**config.mk**
```make
export PLATFORM = sky130hd
export DESIGN_NAME = maria_regs_flat
export DESIGN_NICKNAME = d
export VERILOG_FILES = /design/src/rtl/maria_regs_if.sv /design/src/rtl/maria_regs.sv /design/src/flat_wrapper.sv
export SDC_FILE = /design/constraint.sdc
export NUM_CORES = 1
export LEC_CHECK = 0
export CORE_MARGIN = 1.5
export CORE_UTILIZATION = 50
export CTS_BUF_LIST = sky130_fd_sc_hd__clkbuf_16
export CTS_CLUSTER_DIAMETER = 60
export DETAILED_ROUTE_END_ITERATION = 12
export GPL_TIMING_DRIVEN = 0
export MAX_ROUTING_LAYER = met4
export PLACE_DENSITY = 0.75
export REMOVE_ABC_BUFFERS = 1
export SETUP_SLACK_MARGIN = 0.5
export SLEW_MARGIN = 20
export SYNTH_ARGS = -nofsm -noshare
export SYNTH_HDL_FRONTEND = slang
export SYNTH_SLANG_ARGS = --single-unit
```
**constraint.sdc**
```tcl
create_clock -name sysclock -period 8.65 [get_ports sysclock]
set_input_delay 2.595 -clock sysclock [delete_from_list [all_inputs] [get_ports sysclock]]
set_output_delay 2.595 -clock sysclock [all_outputs]
set_load 0.005 [all_outputs]
```
**src/rtl/maria_regs_if.sv**
```systemverilog
// CPU-side bus of the MARIA register window: phase enable, select, direction, offset and data.
interface maria_regs_if #(
  parameter int unsigned ADDR_W = 5
) ();
  logic              pclk0;
  logic              cs_maria;
  logic              we_b;
  logic [ADDR_W-1:0] addr;
  logic [7:0]        db_in;
  logic [7:0]        db_out;

  modport master (output pclk0, cs_maria, we_b, addr, db_in, input db_out);
  modport slave  (input pclk0, cs_maria, we_b, addr, db_in, output db_out);
endinterface

```
**src/rtl/maria_regs.sv**
```systemverilog
// MARIA register bank: double-buffered palette colours, atomic DPPH/DPPL pointer,
// immediate control registers and a WSYNC ready hold released at line start.
module maria_regs #(
  parameter int unsigned NUM_PALETTES = 8,
  parameter bit          SHADOW_EN    = 1'b1,
  parameter bit          READBACK_EN  = 1'b0,
  parameter int unsigned ADDR_W       = $clog2(4 * NUM_PALETTES)
) (
  input  logic                              sysclock,
  input  logic                              reset,
  maria_regs_if.slave                       bus,
  input  logic [7:0]                        status_read,
  input  logic                              line_start,
  input  logic                              pal,
  output logic [7:0]                        ctrl,
  output logic [8*(1+3*NUM_PALETTES)-1:0]   color_map,
  output logic [7:0]                        char_base,
  output logic [7:0]                        offset,
  output logic [15:0]                       zp,
  output logic                              ready,
  output logic                              shadow_pending
);

  localparam int unsigned NumColors = 1 + 3 * NUM_PALETTES;
  localparam int unsigned IdxW      = $clog2(NumColors);

  // Word index (offset / 4) of the non-colour registers.
  localparam int RegWsync    = 1;
  localparam int RegMstat    = 2;
  localparam int RegDpph     = 3;
  localparam int RegDppl     = 4;
  localparam int RegCharbase = 5;
  localparam int RegOffset   = 6;
  localparam int RegCtrl     = 7;

  logic [7:0]  active_q [NumColors];
  logic [7:0]  active_d [NumColors];
  logic [7:0]  shadow_q [NumColors];
  logic [7:0]  shadow_d [NumColors];
  logic        pending_q, pending_d;
  logic [7:0]  ctrl_q, ctrl_d;
  logic [7:0]  char_base_q, char_base_d;
  logic [7:0]  offset_q, offset_d;
  logic [7:0]  dpph_q, dpph_d;
  logic [15:0] zp_q, zp_d;
  logic        ready_q, ready_d;
  logic [7:0]  db_out_q, db_out_d;

  logic              wr_en, rd_en, is_colour;
  logic [ADDR_W-3:0] word;
  logic [1:0]        sub;
  logic [IdxW-1:0]   colour_idx;

  assign wr_en = bus.pclk0 & bus.cs_maria & ~bus.we_b;
  assign rd_en = bus.pclk0 & bus.cs_maria & bus.we_b;
  assign word  = bus.addr[ADDR_W-1:2];
  assign sub   = bus.addr[1:0];

  // Offset 0 (background) plus every offset with nonzero low bits is a colour.
  always_comb begin
    is_colour  = (sub != 2'd0) || (word == '0);
    colour_idx = (sub == 2'd0) ? '0 : IdxW'(3 * int'(word) + int'(sub));
  end

  always_comb begin
    active_d    = active_q;
    shadow_d    = shadow_q;
    pending_d   = pending_q;
    ctrl_d      = ctrl_q;
    char_base_d = char_base_q;
    offset_d    = offset_q;
    dpph_d      = dpph_q;
    zp_d        = zp_q;
    ready_d     = ready_q;
    db_out_d    = db_out_q;

    if (line_start) ready_d = 1'b1;

    if (wr_en) begin
      if (is_colour) begin
        shadow_d[colour_idx] = bus.db_in;
        if (SHADOW_EN) pending_d = 1'b1;
        else           active_d[colour_idx] = bus.db_in;
      end else begin
        case (int'(word))
          RegWsync:    ready_d     = 1'b0;
          RegDpph:     dpph_d      = bus.db_in;
          RegDppl:     zp_d        = {dpph_q, bus.db_in};
          RegCharbase: char_base_d = bus.db_in;
          RegOffset:   offset_d    = bus.db_in;
          RegCtrl:     ctrl_d      = bus.db_in;
          default:     ;
        endcase
      end
    end

    if (rd_en) begin
      db_out_d = 8'h00;
      if (!is_colour && int'(word) == RegMstat) begin
        db_out_d = status_read;
      end else if (READBACK_EN) begin
        if (is_colour) begin
          db_out_d = shadow_q[colour_idx];
        end else begin
          case (int'(word))
            RegDpph:     db_out_d = dpph_q;
            RegDppl:     db_out_d = zp_q[7:0];
            RegCharbase: db_out_d = char_base_q;
            RegOffset:   db_out_d = offset_q;
            RegCtrl:     db_out_d = ctrl_q;
            default:     db_out_d = 8'h00;
          endcase
        end
      end
    end

    // Commit sees this cycle's colour write, so nothing is left pending.
    if (SHADOW_EN && line_start) begin
      active_d  = shadow_d;
      pending_d = 1'b0;
    end
  end

  always_ff @(posedge sysclock) begin
    if (reset) begin
      for (int i = 0; i < int'(NumColors); i++) begin
        active_q[i] <= 8'h00;
        shadow_q[i] <= 8'h00;
      end
      pending_q   <= 1'b0;
      ctrl_q      <= 8'h70;
      char_base_q <= 8'h00;
      offset_q    <= 8'h00;
      dpph_q      <= pal ? 8'h27 : 8'h00;
      zp_q        <= pal ? 16'h2730 : 16'h0084;
      ready_q     <= 1'b1;
      db_out_q    <= 8'h00;
    end else begin
      active_q    <= active_d;
      shadow_q    <= shadow_d;
      pending_q   <= pending_d;
      ctrl_q      <= ctrl_d;
      char_base_q <= char_base_d;
      offset_q    <= offset_d;
      dpph_q      <= dpph_d;
      zp_q        <= zp_d;
      ready_q     <= ready_d;
      db_out_q    <= db_out_d;
    end
  end

  always_comb begin
    color_map = '0;
    for (int i = 0; i < int'(NumColors); i++) color_map[i*8 +: 8] = active_q[i];
  end

  assign bus.db_out     = db_out_q;
  assign ctrl           = ctrl_q;
  assign char_base      = char_base_q;
  assign offset         = offset_q;
  assign zp             = zp_q;
  assign ready          = ready_q;
  assign shadow_pending = pending_q;

endmodule

```
**src/flat_wrapper.sv**
```systemverilog
// flat-port wrapper written by rule: the top's interface ports become plain ports
module maria_regs_flat 
#(
  parameter int unsigned NUM_PALETTES = 8,
  parameter bit          SHADOW_EN    = 1'b1,
  parameter bit          READBACK_EN  = 1'b0,
  parameter int unsigned ADDR_W       = $clog2(4 * NUM_PALETTES)
)
  (sysclock, reset, status_read, line_start, pal, ctrl, color_map, char_base, offset, zp, ready, shadow_pending, bus_pclk0, bus_cs_maria, bus_we_b, bus_addr, bus_db_in, bus_db_out);
  maria_regs_if #(.ADDR_W(ADDR_W)) bus_i ();
  input  logic sysclock;
  input  logic reset;
  input  logic [7:0] status_read;
  input  logic line_start;
  input  logic pal;
  output logic [7:0] ctrl;
  output logic [8*(1+3*NUM_PALETTES)-1:0] color_map;
  output logic [7:0] char_base;
  output logic [7:0] offset;
  output logic [15:0] zp;
  output logic ready;
  output logic shadow_pending;
  input wire logic [$bits(bus_i.pclk0)-1:0] bus_pclk0;
  input wire logic [$bits(bus_i.cs_maria)-1:0] bus_cs_maria;
  input wire logic [$bits(bus_i.we_b)-1:0] bus_we_b;
  input wire logic [$bits(bus_i.addr)-1:0] bus_addr;
  input wire logic [$bits(bus_i.db_in)-1:0] bus_db_in;
  output wire logic [$bits(bus_i.db_out)-1:0] bus_db_out;
  assign bus_i.pclk0 = bus_pclk0;
  assign bus_i.cs_maria = bus_cs_maria;
  assign bus_i.we_b = bus_we_b;
  assign bus_i.addr = bus_addr;
  assign bus_i.db_in = bus_db_in;
  assign bus_db_out = bus_i.db_out;
  maria_regs #(.NUM_PALETTES(NUM_PALETTES), .SHADOW_EN(SHADOW_EN), .READBACK_EN(READBACK_EN), .ADDR_W(ADDR_W)) u_core (.sysclock(sysclock), .reset(reset), .bus(bus_i), .status_read(status_read), .line_start(line_start), .pal(pal), .ctrl(ctrl), .color_map(color_map), .char_base(char_base), .offset(offset), .zp(zp), .ready(ready), .shadow_pending(shadow_pending));
endmodule
```
* After elaboration in Yosys (flattened, before gate mapping)
Index checks and enable logic that the tools add are counted.
Widths: inputs -> output; s select.
** Word-level totals
- Flip-flop bits (word level) :: 458
- Bits of input ports :: 28
- Output and inout bits :: 250
- Word-level logic and storage cells :: 114
** Operators by class
- Add/subtract/negate cells :: 1
- $mul :: 1
- $lt $le $gt $ge :: 2
- Eq/ne operators :: 8
- Mux-type cells :: 21
- Bitwise logic cells :: 6
- Reduce and logical (&&, ||, !) cells :: 17
** Operator list (count)
- $mux 200 :: 2
- $bwmux 200 :: 1
- $mux 16 :: 4
- $mux 8 :: 6
- $demux 8 s5 :: 1
- $eq 3x3->1 const B :: 5
- $reduce_and 3->1 :: 5
- $mux 14 :: 1
- $reduce_bool 2->1 :: 4
- $ge 6x6->1 const B :: 1
- $lt 6x1->1 const B :: 1
- $mux 6 :: 1
- $not 5->6 :: 1
- $add 5x3->5 :: 1
- $mul 2x3->5 const A :: 1
- $mux 5 :: 1
- $mux 1 :: 4
- $and 1x1->1 :: 3
- $eq 3x1->1 const B :: 1
- $eq 3x2->1 const B :: 1
- $logic_not 3->1 :: 1
- $logic_and 1x1->1 :: 2
- $logic_not 2->1 :: 1
- $ne 2x2->1 const B :: 1
- other kinds (5) :: 6

* Depth between registers and ports, before layout
Gate-level depths: netlist of the first run.
- Depth after elaboration :: 11
- Mapped depth :: 13
- Mapped depth without buffers :: 9

* Worst setup path before layout of the first run
No wires, ideal clock.
- Path type :: input to register
- Start :: input bus_addr[1]
- End :: register u_core.active_q (netlist bit u_core.color_map[141])
- Library setup time :: 0.091 ns
- Data arrival time :: 5.465 ns
- Required time :: 8.559 ns
- Setup slack :: 3.094 ns
- Stages on the path :: 13
- Path buffers :: 4
- Cell sequence :: buf_2 inv_1 fa_1 inv_1 ha_1 fa_1 xor2_1 buf_2 nor4_1 buf_2 buf_4 nand3_1 a311oi_1
** On the way
- Cells in the longest elaborated chain, start to end :: 10
- Elaborated cells between the ends (all ways) :: 14
- Those cells by class :: 1 x add/sub; 2 x order compare; 6 x mux; 1 x bitwise; 4 x reduce/logical
** Ends and longest elaborated chain
- start, declared :: RTL line flat_wrapper.sv:26 : input wire logic [$bits(bus_i.addr)-1:0] bus_addr;
- $add 5x3->5 or $logic_not 2->1 (tied branches) :: RTL line maria_regs.sv:62 : colour_idx = (sub == 2'd0) ? '0 : IdxW'(3 * int'(word) + int'(sub));
- $mux 5 :: RTL line maria_regs.sv:62
- $not 5->6 (implied by the code) :: RTL line maria_regs.sv:81 : shadow_d[colour_idx] = bus.db_in;
- $ge 6x6->1 (implied by the code) or $lt 6x1->1 (tied branches) :: RTL line maria_regs.sv:81
- $logic_and 1x1->1 (implied by the code) :: RTL line maria_regs.sv:81
- $mux 8 (implied by the code) :: RTL line maria_regs.sv:81
- $demux 8 s5 :: RTL line maria_regs.sv:81
- $bwmux 200 :: RTL line maria_regs.sv:81
- $mux 200 * :: RTL line maria_regs.sv:80 : if (is_colour) begin
- $mux 200 * :: RTL line maria_regs.sv:79 : if (wr_en) begin
- end signal, assigned :: RTL line maria_regs.sv:139 : active_q <= active_d;
- end, declared :: RTL line maria_regs.sv:36 : logic [7:0] active_q [NumColors];
Every way passes the cells marked *; elsewhere a longest branch is shown, timed or not.
A chain may end at the register's enable or synchronous reset.

* Final worst setup path of the first run
- Start :: input bus_addr[1]
- End :: register u_core.active_q (netlist bit u_core.color_map[177])
The elaborated chain is that of the path after synthesis.

==> results of run 1 <==
cells by family after synthesis:
| group | after synthesis | synth area share (%) |
|---|---|---|
| compound gates | 645 | 24.97 |
| simple gates | 511 | 13.34 |
| flops | 458 | 54.37 |
| buf+inv | 222 | 5.112 |
| mux | 21 | 1.215 |
| fa+ha+maj | 11 | 0.8822 |
| xor+xnor | 2 | 0.1012 |
critical path: cells and delay by family:
family,cells,cell delay [ns]
AOI/OAI and AO/OA,2,0.54
xor gates and xnor gates,1,0.92
adders and majority gates,3,1.24
buffers and inverters,6,1.53
and+or+nand+nor,1,0.56
sequential cells by signal, summed over array words and instances (netlist names):
signal and flops:
u_core.bus.db_out 8, u_core.char_base 8, u_core.color_map 200, u_core.ctrl 8
u_core.dpph_q 8, u_core.offset 8, u_core.ready 1, u_core.shadow_pending 1
u_core.shadow_q 200, u_core.zp 16
layout make-up:
cell class | instances | area (um^2)
inverters | 18 | 67.56
fillers | 2703 | 11770
repair buffers | 327 | 3452
clock inverters | 38 | 269.0
clock buffers | 47 | 1176
multi-input cells | 1190 | 7081
well taps | 448 | 560.5
flip-flops and latches | 458 | 9409
metrics by stage:
stage,hold WS [ns],area [um^2],TNS [ns]
floorplan,0.4470,16490,-21.70
global placement,0.4435,19820,-2837.37
detailed placement,0.4619,20550,0
CTS,0.4754,21990,0
global route,0.4928,22010,0
finish,0.4779,22010,0
layer usage:
| metal | part of all wire, % | wire, um | track usage [%] | up-vias |
|---|---|---|---|---|
| met2 | 46 | 24230 | 44.70 | 626 |
| met1 | 43 | 22440 | 38.79 | 7595 |
| met4 | 3.3 | 1723 | 10.44 | 0 |
| met5 | 0 | 0 | - | - |
| met3 | 7.7 | 4037 | 5.394 | 115 |
| li1 | - | - | - | 7333 |
power by group:
part           switching (uW)  leakage [uW]  total (uW)  internal, uW
clock network             837      0.000757        1940          1100
registers                34.6       0.00377        2220          2190
logic                     348       0.00302         543           195
total                    1220       0.00754        4710          3490
layout by cell type (no fill, tap or decap), drive strengths merged, types with 2 or more instances in the layout:
master	count
o21ai	115
inv	30
edfxtp	24
nor2	262
clkinv	22
mux2i	21
a211oi	2
and4	2
nand3	181
nor2b	8
clkdlybuf4s50	275
dfxtp	434
clkbuf	47
o22ai	3
nor4	3
a22oi	8
and3	2
and2	7
o21a	3
a311oi	200
buf	52
or3	6
fa	2
o31ai	96
nand2b	3
a21oi	203
nand2	7
nand4	25
a211o	4
bufinv	4
ha	9
worst min-delay path by stage:
stage,startpoint,endpoint,slack [ns]
2_1_floorplan,u_core.shadow_q[10],u_core.shadow_q[10],0.45
3_3_place_gp,u_core.ctrl[6],u_core.ctrl[6],0.44
3_5_place_dp,u_core.ctrl[6],u_core.ctrl[6],0.46
4_1_cts,u_core.ctrl[6],u_core.ctrl[6],0.48
5_1_grt,u_core.ctrl[6],u_core.ctrl[6],0.49
6_report,u_core.ctrl[5],u_core.ctrl[5],0.48
==> flow_summary.yaml, run 1 <==
setup_path:
  reg2reg_depth: 2
  crit_end: "u_core.color_map[177]"
  r2r_end: "u_core.color_map[102]"
  crit_arrival_ns: 7.43
  startpoint: "bus_addr[1]"
  r2r_slack_ns: 7.78
  end_kind: "flop"
  crit_path_top_delay_cell: "xnor2_1"
  crit_fanout: 12
  max_stage_delay_ns: 0.92
  crit_required_ns: 9.05
  crit_type: "in -> reg"
  r2r-start: "u_core.shadow_q[102]"
  cp_cell_sequence: "clkdlybuf4s50_1, inv_1, fa_1, inv_1, ha_1, fa_1, xnor2_1, nand4_1, buf_6, buf_6, buf_8, o31ai_1, a311oi_1"
  crit_path_start_kind: "input pin"
clock_tree:
  htreeDepth: 2
  ctsLongestPathBuffers: 3
  cts_hold_buf: 0
  clockRootBuffer: "clkbuf_16"
  clkSlewWorstSetupHoldPaths_ns: 0.06
  cts_resized: 0
  clock_sinks: 458
  numCtsBuffers: 46
  cts_tree: "yes"
  clk_latency_ns: 0.55
  post_cts_buffers: 0
place:
  dpl_worst_slack_ns: 1.273
  io_buffers: 277
  gp_congestion: 0.8582
  dpl.hpwl_um: 33400
  dp.cells: 2440
floorplanning:
  core-area_um2: 33780
  num_io_pins: 278
  placementRows: 67
  die_area_um2: 35730
  die_w_um: 189.0
  initial_core_util_pct: 51.22
  dieHeight_um: 189.0
logic_synthesis:
  synth_edf_count: 24
  yosysWarnings: 0
  postSynthCellCount: 1870
  ys_async_sr_fraction_pct: 0
  ys_types: 51
  ys_ff_latch: 458
  synth_top_area_cell: "dfxtp_1"
  syn-cell-area_um2: 17300
  synthTopCellsByCount: "dfxtp_1 (434), nor2_1 (262), a21oi_1 (203)"
  synth.avg_cell_area_um2: 9.254
  synth_flop_cell: "dfxtp_1"
  synthTopCellsByArea: "dfxtp_1 (50%), a311oi_1 (10%), a21oi_1 (5.9%)"
  yosysSeqAreaShare_pct: 54.37
  yosysTopAreaCellShare_pct: 50.21
  yosysMostFrequentCell: "dfxtp_1"
layout:
  final_cell_count_no_fill: 2526
  drive_gt1_share_pct: 6.400
  insertedDiodeCount: 0
  area_delta_synth_final_pct: 27.22
  final_core_util_pct: 65.16
  layout.nets: 2080
worst_hold_path:
  min_path_cells: 1
  hold_class: "reg -> reg"
run:
  maxCapViolations: 0
timing:
  period_share_pct: 81.19
  timing.final.hold_violations: 0
  maxSlewViolCount: 0
  fmax_mhz: 142.4
  slew_headroom_pct: 23.89
  skew_ns: 0.02075
  rsz0062_at_grt: "false"
  worst_slew_pin_slew_ns: 1.133
  setup-violations-final: 0
  finalCriticalPeriod_ns: 7.023
  setup_ws_ns: 1.627
route:
  drc: 0
  drtPass1Iterations: 6
  route.vias.total: 15670
  avgViaCountPerCell: 6.203
  antenna_left: 0
  wirelength_um: 52430
  drt_iter0_markers: 1480
  wire_per_inst_um: 20.75
pwr:
  p_leak_uw: 0.007544
  vdd_drop_max_mv: 0.1222
  total_power_uw: 4707
  p_per_area_nw_per_um2: 213.8
status:
  outcome: "finished, final reports clean"
global_routing:
  grt_max_degree: 141
  overflow: 0
  grt_pass1_wl_um: 81990
  antenna_found_initial: 0
  grt_use_total_pct: 29.23
  grt_pass1_vias: 14830
(Power assumes the default switching activity.)
==> run 2: changes to the inputs <==
- CORE_UTILIZATION: 50 -> 48
- PLACE_DENSITY: 0.75 -> 0.76
- clock period: 8.65 -> 6.3 ns (I/O delays scaled with it)
==> flow_summary.yaml, run 2 (synthesis gave the netlist of run 1 again) <==
route:
  drc: 0
  route.vias.total: 15820
  drt_iter0_markers: 1424
  avgViaCountPerCell: 6.225
  wirelength_um: 53070
  wire_per_inst_um: 20.88
  drtPass1Iterations: 6
  antenna_left: 0
floorplanning:
  num_io_pins: 278
  dieHeight_um: 192.9
  core-area_um2: 35570
  placementRows: 69
  die_w_um: 192.9
  initial_core_util_pct: 48.65
  die_area_um2: 37200
pwr:
  p_leak_uw: 0.007603
  p_per_area_nw_per_um2: 296.6
  vdd_drop_max_mv: 0.2177
layout:
  layout_commonest_cell: "dfxtp_1"
  finalInstanceArea_um2: 22150
  layout.nets: 2083
  fill_cells: 2987
  final_core_util_pct: 62.28
  area_delta_synth_final_pct: 28.01
  drive_gt1_share_pct: 6.683
  final_cell_mix: "dfxtp_1 (434), clkdlybuf4s50_1 (274), nor2_1 (259), a21oi_1 (203), a311oi_1 (200)"
setup_path:
  crit_arrival_ns: 6.04
  crit_path_start_kind: "input pin"
  r2r-start: "u_core.shadow_q[5]"
  r2r_end: "u_core.color_map[197]"
  crit_type: "in -> reg"
  crit_end: "u_core.color_map[18]"
  reg2reg_depth: 2
  crit_fanout: 11
  startpoint: "bus_addr[3]"
  r2r_slack_ns: 5.41
  crit_required_ns: 6.78
  end_kind: "flop"
global_routing:
  grt_max_degree: 143
  grt_pass1_vias: 14910
  grt_use_total_pct: 29.01
  grt_pass1_wl_um: 82520
  overflow: 0
  antenna_found_initial: 1
timing:
  setup-violations-final: 0
  finalCriticalPeriod_ns: 5.559
  fmax_mhz: 179.9
  maxSlewViolCount: 0
  skew_ns: 0.01321
  timing.final.hold_violations: 0
  worst_slew_pin_slew_ns: 1.023
  tns_ns: 0
  rsz0062_at_grt: "true"
  slew_headroom_pct: 31.60
  period_share_pct: 88.24
place:
  gp_congestion: 0.7997
  dpl.hpwl_um: 33500
  io_buffers: 277
  placed_area_um2: 20540
clock_tree:
  htreeDepth: 2
  cts_tree: "yes"
  clockRootBuffer: "clkbuf_16"
  clock_sinks: 458
  numCtsBuffers: 47
  cts_hold_buf: 0
  ctsLongestPathBuffers: 3
  clk_latency_ns: 0.58
  clkSlewWorstSetupHoldPaths_ns: 0.06
worst_hold_path:
  hold_class: "reg -> reg"
  min_path_cells: 1
status:
  outcome: "finished, final reports clean"
run:
  maxCapViolations: 0
## run 2: cell types whose count changed in the layout (fill, tap and decap cells not counted), sizes merged
cell	before	now
inv	30	32
clkinv	22	16
nand4	25	26
diode	0	1
clkinvlp	0	1
clkdlybuf4s50	275	274
clkbuf	47	49
buf	52	53
bufinv	4	5
dlymetal6s2s	0	1
## run 2: per-stage QoR
stage	power (uW)	cells	hold WS [ns]	setup WS, ns
after floorplan	3374	1666	0.4470	-1.925
after global placement	3851	2404	0.4452	-11.05
after detailed placement	3851	2452	0.4578	-0.4014
after CTS	6583	2538	0.4722	0.5045
after global routing	6783	2542	0.4950	0.4552
final	6571	2542	0.4686	0.7406
## run 2: critical path, stage by stage
cell and delay [ns]:
clkdlybuf4s50_1 0.57, inv_1 0.14, fa_1 0.50, inv_1 0.04, ha_1 0.23, fa_1 0.62, o21bai_2 0.38, nor4_2 0.25
buf_2 0.29, buf_2 0.25, buf_2 0.24, buf_2 0.22, nand3_1 0.12, a311oi_1 0.29
## run 2: final cells by class
cell class / instances / area [um^2] / share of cell area [%]
Timing Repair Buffer: 328 / 3448 / 15.57
Multi-Input combinational cell: 1191 / 7136 / 32.21
Inverter: 18 / 67.56 / 0.3050
Clock buffer: 49 / 1226 / 5.536
Sequential cell: 458 / 9409 / 42.48
Clock inverter: 36 / 285.3 / 1.288
Tap cell: 461 / 576.8 / 2.604
Antenna cell: 1 / 2.502 / 0.01130
## run 2: what timing repair did
action / CTS / global route
pin swaps: 1 / 1
gates resized for setup: 3 / 5
setup buffers: 0 / 3
cloned: 1 / 0
endpoints found under the setup margin: 184 / 202
## run 2: layer usage
metal | GRT usage [%] | part of all wire [%] | wire length [um] | vias to the layer above
li1 | - | - | - | 7336
met1 | 37.06 | 41 | 21760 | 7654
met2 | 44.82 | 47 | 24780 | 718
met3 | 5.310 | 8.7 | 4624 | 116
met4 | 12.85 | 3.6 | 1897 | 0
met5 | - | 0 | 0 | -
## run 2: worst min path at each step
stage,start,endpoint,slack [ns]
after CTS,u_core.ctrl[6],u_core.ctrl[6],0.47
final,u_core.ctrl[6],u_core.ctrl[6],0.47
after detailed placement,u_core.ctrl[6],u_core.ctrl[6],0.46
after global placement,u_core.ctrl[5],u_core.ctrl[5],0.45
after global routing,u_core.ctrl[5],u_core.ctrl[5],0.49
after floorplan,u_core.shadow_q[10],u_core.shadow_q[10],0.45
## run 2: report_power, final
group | internal [uW] | switching, uW
sequential | 3010 | 46.5
clock | 1610 | 1150
combinational | 274 | 487
total | 4880 | 1690
==> run 3: changes to the inputs <==
- CORE_UTILIZATION: 48 -> 50
- CTS_BUF_LIST: sky130_fd_sc_hd__clkbuf_16 -> sky130_fd_sc_hd__clkbuf_8
- GPL_ROUTABILITY_DRIVEN: not set -> 0
- PLACE_DENSITY: 0.76 -> 0.78
- clock period: 6.3 -> 4.9 ns (I/O delays scaled with it)
==> flow_summary.yaml, run 3 (synthesis gave the netlist of run 1 again) <==
route:
  drc: 0
  wire_per_inst_um: 20.64
  antenna_left: 0
  wirelength_um: 53360
  drt_iter0_markers: 1421
  route.vias.total: 16010
  drtPass1Iterations: 5
  avgViaCountPerCell: 6.195
timing:
  worst_slew_pin_slew_ns: 1.034
  finalCriticalPeriod_ns: 4.286
  whs_ns: 0.4702
  timing.final.hold_violations: 0
  rsz0062_at_grt: "false"
  maxSlewViolCount: 0
  slew_headroom_pct: 30.34
  skew_ns: 0.02601
  period_share_pct: 87.46
  setup-violations-final: 0
  setup_ws_ns: 0.6144
  fmax_mhz: 233.3
setup_path:
  crit_fanout: 11
  end_kind: "flop"
  r2r_end: "u_core.color_map[127]"
  crit_required_ns: 5.41
  crit_type: "in -> reg"
  r2r_slack_ns: 4.04
  reg2reg_depth: 2
  crit_arrival_ns: 4.79
  r2r-start: "u_core.shadow_q[79]"
  crit_path_start_kind: "input pin"
clock_tree:
  htreeDepth: 3
  clock_sinks: 458
  cts_tree: "yes"
  clockRootBuffer: "clkbuf_8"
  ctsLongestPathBuffers: 3
  cts_hold_buf: 0
  numCtsBuffers: 73
  clk_latency_ns: 0.62
  clkSlewWorstSetupHoldPaths_ns: 0.06
global_routing:
  grt_max_degree: 136
  grtUsageMet1_pct: 38.19
  overflow: 0
  grt_pass1_vias: 15000
  grt.met3_usage_pct: 6.172
  grt_use_total_pct: 29.76
  met2_usage_pct: 46.22
  grt_pass1_wl_um: 82790
  grt_busiest_layer: "met2"
  antenna_found_initial: 0
pwr:
  pwr-share-comb_pct: 12.6
  clkPwrFrac_pct: 39.0
  p_sw_share_pct: 26.85
  p_per_area_nw_per_um2: 365.0
  p_int_uw: 5929
  p_switching_uw: 2176
  vdd_drop_max_mv: 0.3072
  p_leak_uw: 0.007719
  power_frac_seq_pct: 48.5
worst_hold_path:
  hold_start: "u_core.ctrl[6]"
  hold_class: "reg -> reg"
  min_path_cells: 1
  worst_hold_path.endpoint: "u_core.ctrl[6]"
status:
  outcome: "finished, final reports clean"
place:
  dpl.hpwl_um: 33150
  dpl_worst_slack_ns: -1.585
  io_buffers: 277
run:
  maxCapViolations: 0
layout:
  area_delta_synth_final_pct: 28.34
  layout.nets: 2123
  fill_cells: 2661
  layout_commonest_cell: "dfxtp_1"
  insertedDiodeCount: 0
  final_cell_mix: "dfxtp_1 (434), clkdlybuf4s50_1 (271), nor2_1 (259), a21oi_1 (203), a311oi_1 (198)"
  drive_gt1_share_pct: 8.985
floorplanning:
  core-area_um2: 33780
  dieHeight_um: 189.0
  die_area_um2: 35730
  placementRows: 67
  die_w_um: 189.0
  initial_core_util_pct: 51.22
  num_io_pins: 278
run 3: changes by cell type in the layout (fill, tap and decap cells not counted), sizes merged:
cell	change
diode	-1
bufinv	-4
nor2	+1
clkinv	-14
dlygate4sd2	+1
dlymetal6s2s	-1
clkdlybuf4s50	-3
inv	+19
buf	+12
clkinvlp	+2
clkbuf	+44
run 3: routing by layer:
| metal | vias up | routed length [um] |
|---|---|---|
| met1 | 7797 | 22310 |
| met5 | - | 0 |
| met2 | 680 | 25070 |
| met4 | 0 | 1697 |
| met3 | 114 | 4286 |
| li1 | 7423 | - |
run 3: worst max-delay path: stages:
cell      delay [ns]
clkbuf_4        0.24
inv_1           0.09
fa_1            0.54
inv_1           0.05
ha_2            0.20
fa_2            0.54
o21bai_4        0.22
nor4_4          0.30
buf_4           0.19
buf_4           0.16
buf_4           0.18
buf_4           0.18
nand3_1         0.12
a311oi_2        0.28
run 3: what timing repair did:
action	CTS	global route
resized for setup	35	11
pin swaps	9	5
gates cloned	1	1
buffers inserted	14	4
setup endpoints to repair	400	256
run 3: per-stage QoR:
step	area (um^2)	util [%]	instances	power (uW)	setup TNS [ns]
2_1_floorplan	16490	-	1666	4337	-554.96
3_3_place_gp	19820	58.67	2391	4946	-4099.55
3_5_place_dp	20500	60.69	2437	4943	-385.09
4_1_cts	22170	65.61	2580	8117	0
5_1_grt	22210	65.74	2585	8388	0
6_report	22210	65.74	2585	8105	0
run 3: final cells by class:
type | instances | area, um^2 | share of cell area, %
Sequential cell | 458 | 9409 | 42.37
Timing Repair Buffer | 341 | 3548 | 15.98
Tap cell | 448 | 560.5 | 2.524
Inverter | 18 | 67.56 | 0.3042
Clock inverter | 39 | 186.4 | 0.8394
Multi-Input combinational cell | 1192 | 7212 | 32.47
Clock buffer | 89 | 1225 | 5.515
run 3: worst max path at each step:
stage / from / end / slack [ns] / cells after the start
after floorplan: bus_addr[1] / u_core.color_map[32] / -2.91 / 9
after global placement: reset / u_core.dpph_q[5] / -11.84 / 3
after detailed placement: bus_addr[1] / u_core.color_map[55] / -1.59 / 13
after CTS: bus_addr[1] / u_core.color_map[147] / 0.53 / 14
after global routing: bus_addr[1] / u_core.color_map[20] / 0.49 / 14
final: bus_addr[1] / u_core.color_map[20] / 0.61 / 14
run 3: power groups by stage:
stage               Combinational, uW  Sequential [uW]  Clock, uW
floorplan                         338             4000          0
global placement                  936             4010          0
detailed placement                937             4010          0
CTS                               990             3930       3200
global route                     1080             3930       3370
finish                           1020             3930       3160
